$ cat src/rtl/serial_carry_adder.sv
// Bit-serial WIDTH-bit adder: one full-adder evaluation per clock,
// carry held in a flip-flop between bits, start/done handshake.
module serial_carry_adder #(
    parameter int WIDTH = 8
) (
    input  logic             clk,
    input  logic             rst_n,
    input  logic             start,
    input  logic [WIDTH-1:0] a,
    input  logic [WIDTH-1:0] b,
    input  logic             cin,
    output logic             busy,
    output logic             done,
    output logic [WIDTH-1:0] sum,
    output logic             cout
);

    localparam int CW = (WIDTH > 1) ? $clog2(WIDTH) : 1;

    typedef enum logic [1:0] {
        IDLE = 2'd0,
        RUN  = 2'd1,
        DONE = 2'd2
    } state_t;

    state_t           state_q;
    logic [WIDTH-1:0] sa_q;
    logic [WIDTH-1:0] sb_q;
    logic [WIDTH-1:0] ss_q;
    logic [WIDTH-1:0] ss_d;
    logic [CW-1:0]    cnt_q;
    logic             carry_q;
    logic             busy_q;
    logic             done_q;
    logic [WIDTH-1:0] sum_q;
    logic             cout_q;
    logic             fa_s;
    logic             fa_cy;
    logic             last_bit;

    // Full-adder stage on the current LSBs and the stored carry.
    always_comb begin
        fa_s     = sa_q[0] ^ sb_q[0] ^ carry_q;
        fa_cy    = (sa_q[0] & sb_q[0]) | (sb_q[0] & carry_q) |
                   (sa_q[0] & carry_q);
        ss_d     = {fa_s, ss_q[WIDTH-1:1]};
        last_bit = (cnt_q == CW'(WIDTH - 1));
    end

    // Control FSM and datapath registers; outputs are registered here.
    always_ff @(posedge clk) begin
        if (!rst_n) begin
            state_q <= IDLE;
            sa_q    <= '0;
            sb_q    <= '0;
            ss_q    <= '0;
            cnt_q   <= '0;
            carry_q <= 1'b0;
            busy_q  <= 1'b0;
            done_q  <= 1'b0;
            sum_q   <= '0;
            cout_q  <= 1'b0;
        end else begin
            unique case (state_q)
                IDLE: begin
                    if (start) begin
                        sa_q    <= a;
                        sb_q    <= b;
                        carry_q <= cin;
                        ss_q    <= '0;
                        cnt_q   <= '0;
                        busy_q  <= 1'b1;
                        state_q <= RUN;
                    end
                end
                RUN: begin
                    ss_q    <= ss_d;
                    sa_q    <= sa_q >> 1;
                    sb_q    <= sb_q >> 1;
                    carry_q <= fa_cy;
                    cnt_q   <= cnt_q + CW'(1);
                    if (last_bit) begin
                        sum_q   <= ss_d;
                        cout_q  <= fa_cy;
                        done_q  <= 1'b1;
                        state_q <= DONE;
                    end
                end
                DONE: begin
                    done_q  <= 1'b0;
                    busy_q  <= 1'b0;
                    state_q <= IDLE;
                end
                default: begin
                    done_q  <= 1'b0;
                    busy_q  <= 1'b0;
                    state_q <= IDLE;
                end
            endcase
        end
    end

    assign busy = busy_q;
    assign done = done_q;
    assign sum  = sum_q;
    assign cout = cout_q;

endmodule
$ cat config.mk
export PLATFORM = sky130hd
export DESIGN_NAME = serial_carry_adder
export DESIGN_NICKNAME = d
export VERILOG_FILES = /design/src/rtl/serial_carry_adder.sv
export SDC_FILE = /design/constraint.sdc
export NUM_CORES = 1
export LEC_CHECK = 0
export CAP_MARGIN = 20
export CORE_UTILIZATION = 45
export CTS_CLUSTER_SIZE = 20
export DETAILED_ROUTE_END_ITERATION = 10
export DONT_BUFFER_PORTS = 1
export GPL_ROUTABILITY_DRIVEN = 0
export PLACE_DENSITY = 0.58
export REMOVE_ABC_BUFFERS = 1
export SETUP_SLACK_MARGIN = 0.05
export SLEW_MARGIN = 10
export SYNTH_ARGS = -nofsm -noshare
export SYNTH_HDL_FRONTEND = slang
export SYNTH_SLANG_ARGS = --single-unit
$ cat constraint.sdc
create_clock -name clk -period 2.6 [get_ports clk]
set_clock_uncertainty 0.1 [all_clocks]
set_input_delay 0.26 -clock clk [delete_from_list [all_inputs] [get_ports clk]]
set_output_delay 0.26 -clock clk [all_outputs]
set_load 0.01 [all_outputs]
After elaboration in Yosys (flattened, before gate mapping)
Index checks and enable logic that the tools add are counted.
- bits in registers: 41
- latch bits: 0
- bits in writable memories: 0
- memory bits (read-only): 0
- input bits: 20
- output and inout bits: 11
- logic and storage cells: 48
- memories kept: 0
- add/subtract/negate cells: 1
- multipliers: 0
- div/mod/pow operators: 0
- order comparisons: 0
- equal/unequal tests: 4
- shift-type cells: 0
- multiplexer cells: 17
- bitwise operators: 9
- reductions and logical operators: 7
- operators by type and width (kind ; number):
    $pmux 8 s2 ; 3
    $mux 8 ; 3
    $reduce_and 2->1 ; 5
    $pmux 1 s2 ; 3
    $pmux 3 s2 ; 1
    $mux 2 ; 2
    $ne 2x2->1 const B ; 2
    $pmux 2 s2 ; 1
    $add 3x1->3 const B ; 1
    $and 1x1->1 ; 3
    $eq 3x3->1 const B ; 1
    $mux 1 ; 3
    $mux 3 ; 1
    $eq 2x1->1 const B ; 1
    $logic_not 2->1 ; 1
    $not 1->1 ; 2
    $or 1x1->1 ; 2
    $reduce_bool 2->1 ; 1
    $xor 1x1->1 ; 2

Depth between registers and ports, before layout
- depth after elaboration: 4
- gate-level depth with buffers: 5
- gate-level depth less buffers: 5

Worst setup path after synthesis
OpenSTA, ideal clock, no wires.
- path kind: register to register
- start: register cnt_q[0]
- end: register cout_q, in the netlist cout
- library setup time: 129 ps
- arrival: 1262 ps
- data required time: 2371 ps
- setup slack: 1110 ps
- stages on the path, launching flop included: 6
- buffers on the path: 1
- clock period less this slack: 1490 ps
- cells stage by stage: dfxtp_1 -> ha_1 -> ha_1 -> nand3b_1 -> clkbuf_1 -> o21ai_0
- longest elaborated chain between the ends: 2
- ends and longest elaborated chain (element ; line ; text):
    from (decl) ; 31 ; logic [CW-1:0] cnt_q;
    from (signal assigned) ; 81 ; cnt_q <= cnt_q + CW'(1);
    $eq 3x3->1 ; 47 ; last_bit = (cnt_q == CW'(WIDTH - 1));
    $reduce_and 2->1 (no source line) ; n/a ;
    to (signal assigned) ; 84 ; cout_q <= fa_cy;
    to (decl) ; 36 ; logic cout_q;
Every way passes these cells.
A chain may end at the register's enable or synchronous reset.

Final worst setup path
- start: register state_q[0]
- end: register sa_q[1]
- longest elaborated chain between the ends: 3
- elaborated cells on any way between the ends: 6
- those cells by class: eq/ne (2); mux (1); reduce/logical (3)
- ends and longest elaborated chain (element ; line ; text):
    from (decl) ; 26 ; state_t state_q;
    from (signal assigned) ; 53 ; state_q <= IDLE;
    from (signal assigned) ; 73 ; state_q <= RUN;
    from (signal assigned) ; 86 ; state_q <= DONE;
    $eq 2x1->1 or $logic_not 2->1 (tied branches) ; 64 ; unique case (state_q)
    $reduce_bool 2->1 (no source line) or $ne 2x2->1 (tied branches) ; n/a ;
    $reduce_and 2->1 (no source line) ; n/a ;
    to (signal assigned) ; 78 ; sa_q <= sa_q >> 1;
    to (decl) ; 27 ; logic [WIDTH-1:0] sa_q;
Several ways; a longest one is shown, not always the timed one.

==> flow_metrics.tcl <==
set metrics [dict create \
    antennaDiodeCount 0 \
    synthTopCellsByCount "dfxtp_1, nand2_1, a21oi_1" \
    cts_buffers 5 \
    path_buf_inv 0 \
    status "complete, no violations" \
    clkTransAtPathRegs_ns 0.11 \
    final_area_mm2 0.001653 \
    power_frac_clock 0.271 \
    holdWs_ns 0.009816 \
    power_frac_comb 0.102 \
    io_pins 31 \
    tns_ns 0 \
    timing.rr.start "state_q[0]" \
    drtAntennaViolNets 0 \
    hold_class "in -> reg" \
    fp.dieArea_mm2 0.003747 \
    yosysUniqueCellTypes 24 \
    vias 1228 \
    path_class "reg -> reg" \
    cp_max_fo 16 \
    synth_seq_cells 40 \
    grt_max_degree 33 \
    grt_overflow 0 \
    synthCells 174 \
    synth_edf_count 0 \
    cp_data_required_time_ns 2.74 \
    start_util 0.4728 \
    yosys_warnings 0 \
    synth_largest_area_cell "dfxtp_1" \
    netlist.area_leader.share 0.5075 \
    dpl.hpwl_um 1911 \
    drv_slew 0 \
    fp.dieH_um 61.21 \
    chipWidth_um 61.21 \
    stdcell_count 217 \
    vias_per_cell 5.659 \
    slew_headroom 0.5321 \
    totalWireLength_um 3096 \
    grt_pass1_vias 1094 \
    drv_cap 0 \
    crit_slowest_cell "dfxtp_1" \
    grt_pass1_wl_um 4926 \
    p_leak_nw 0.5682 \
    cp_cell_sequence "nor2_1, or2_1, a222oi_1" \
    p_int_mw 0.7938 \
    tightest_slew_ns 0.7018 \
    setup_viol_count_final 0 \
    syn_area_per_cell_um2 9.068 \
    swShare 0.2589 \
    core_region_area_mm2 0.003337 \
    postCtsSetupBuffers 0 \
    port_buffers 0 \
    rows 21 \
    avgRoutedWirePerCell_um 14.27 \
    h-tree-depth 2 \
    critPathMaxStageDelay_ns 0.67 \
    nets 194 \
    pwr-share-seq 0.626 \
    rsz0062_at_grt "false" \
    track_usage 0.1839 \
    placed_cells 206 \
    cts_root_buffer "clkbuf_4" \
    antenna_found_initial 0 \
    nFillCells 343 \
    synthToLayoutAreaGrowth_pct 4.758 \
    clk_latency_ns 0.34 \
    crit_family "simple AND/OR/NAND/NOR gates" \
    netSwitchingPower_mw 0.2773 \
    cp-start-kind "flip-flop" \
    hold_violations 0 \
    drive_gt1_frac 0.07602 \
    yosys_most_used_dff "dfxtp_1" \
    max_freq_mhz 519.1 \
    cp.arrival_ns 2.07 \
    drc 0 \
    critPathLaunch "state_q[0]" \
    yosysMostFrequentCell "dfxtp_1" \
    ys_seq_area_frac 0.5075 \
    syn_area_mm2 0.001578 \
    vdd_drop_max_v 0.0002893 \
    hp-start "rst_n" \
    cts_tree "yes" \
    endpoint_kind "flip-flop" \
    post-route-util 0.4953 \
    min_period_ns 1.926 \
    clock-sinks 40 \
    synthTopCellsByArea "dfxtp_1, nand2_1, o32ai_1" \
    dr.first_iter.drc_count 44 \
    clk_path_buf_depth 2 \
    placed_area_mm2 0.001556 \
    async_reset_ff_frac 0 \
    dr.pass1.iters 5 \
    p_per_area_mw_per_mm2 648.0 \
    period_share 0.7410 \
]
## cell families (layout without fill, tap and decap cells)
group | after synthesis | after routing | share of synthesized area
AO/OA/AOI/OAI | 51 | 51 | 0.2276
adder cells (fa/ha/maj) | 3 | 3 | 0.02855
buffers and inverters | 17 | 14 | 0.05710
flip-flops | 40 | 40 | 0.5075
AND/OR/NAND/NOR | 63 | 63 | 0.1792
## worst reg2reg max path: stages (launching register included)
cell and delay (ns):
dfxtp_1 0.67, nor2_1 0.20, or2_1 0.51, a222oi_1 0.35
## flip-flops by register name, indices dropped and copies added (netlist names)
name	flops
cout	1
carry_q	1
done	1
state_q	2
busy	1
cnt_q	3
sum	8
ss_q	7
sa_q	8
sb_q	8
## per-stage QoR
step           power, mW  worst slack [ns]
2_1_floorplan     0.7582            0.9696
3_3_place_gp      0.7755            0.7597
3_5_place_dp      0.7802            0.7147
4_1_cts            1.081            0.6967
5_1_grt            1.128            0.5550
6_report           1.071            0.6735
## area by class of cell
type	instances	area (um^2)	share of cell area
multi-input cells	117	686.9	0.4156
well taps	46	57.56	0.03482
flip-flops and latches	40	800.8	0.4845
clock buffers	6	41.29	0.02498
inverters	3	11.26	0.006813
repair buffers	4	50.05	0.03028
clock inverters	1	5.005	0.003028
## cells in the final DEF (no fill, tap or decap), drive strengths merged
master and count:
dfxtp 40, nand2 29, a21oi 15, nor2 13, o21ai 11, o32ai 9
o22ai 9, nand3 9, clkbuf 6, nor3 5, a221oi 5, inv 3
or2 3, dlygate4sd3 3, ha 2, nand2b 2, a222oi 1, a32oi 1
nand3b 1, nand4b 1, fa 1, clkinv 1, buf 1
## worst paths after layout
kind,to,slack (ns),cells after the start
max,sa_q[1],0.67,3
min,sum[1],0.01,2
max reg2reg,sa_q[1],0.67,3
min reg2reg,sb_q[5],0.37,2
## per-layer routing
layer	vias up	routed length, um	track usage
met5	-	0	0
met4	0	51	0.07468
met3	6	193	0.07983
met2	32	1416	0.2981
met1	576	1436	0.2133
li1	614	-	-
## power by group through the flow
stage	Combinational (mW)	Sequential [mW]	Clock, mW
after floorplan	0.0793	0.679	0
after global placement	0.0925	0.683	0
after detailed placement	0.0951	0.685	0
after CTS	0.111	0.671	0.300
after global routing	0.123	0.676	0.328
final	0.110	0.671	0.290
## what timing repair did
action	in CTS	in global routing
gates resized for setup	0	0
hold endpoints to repair	31	0
hold buffers	4	0
Power figures use the tool's default switching activity.
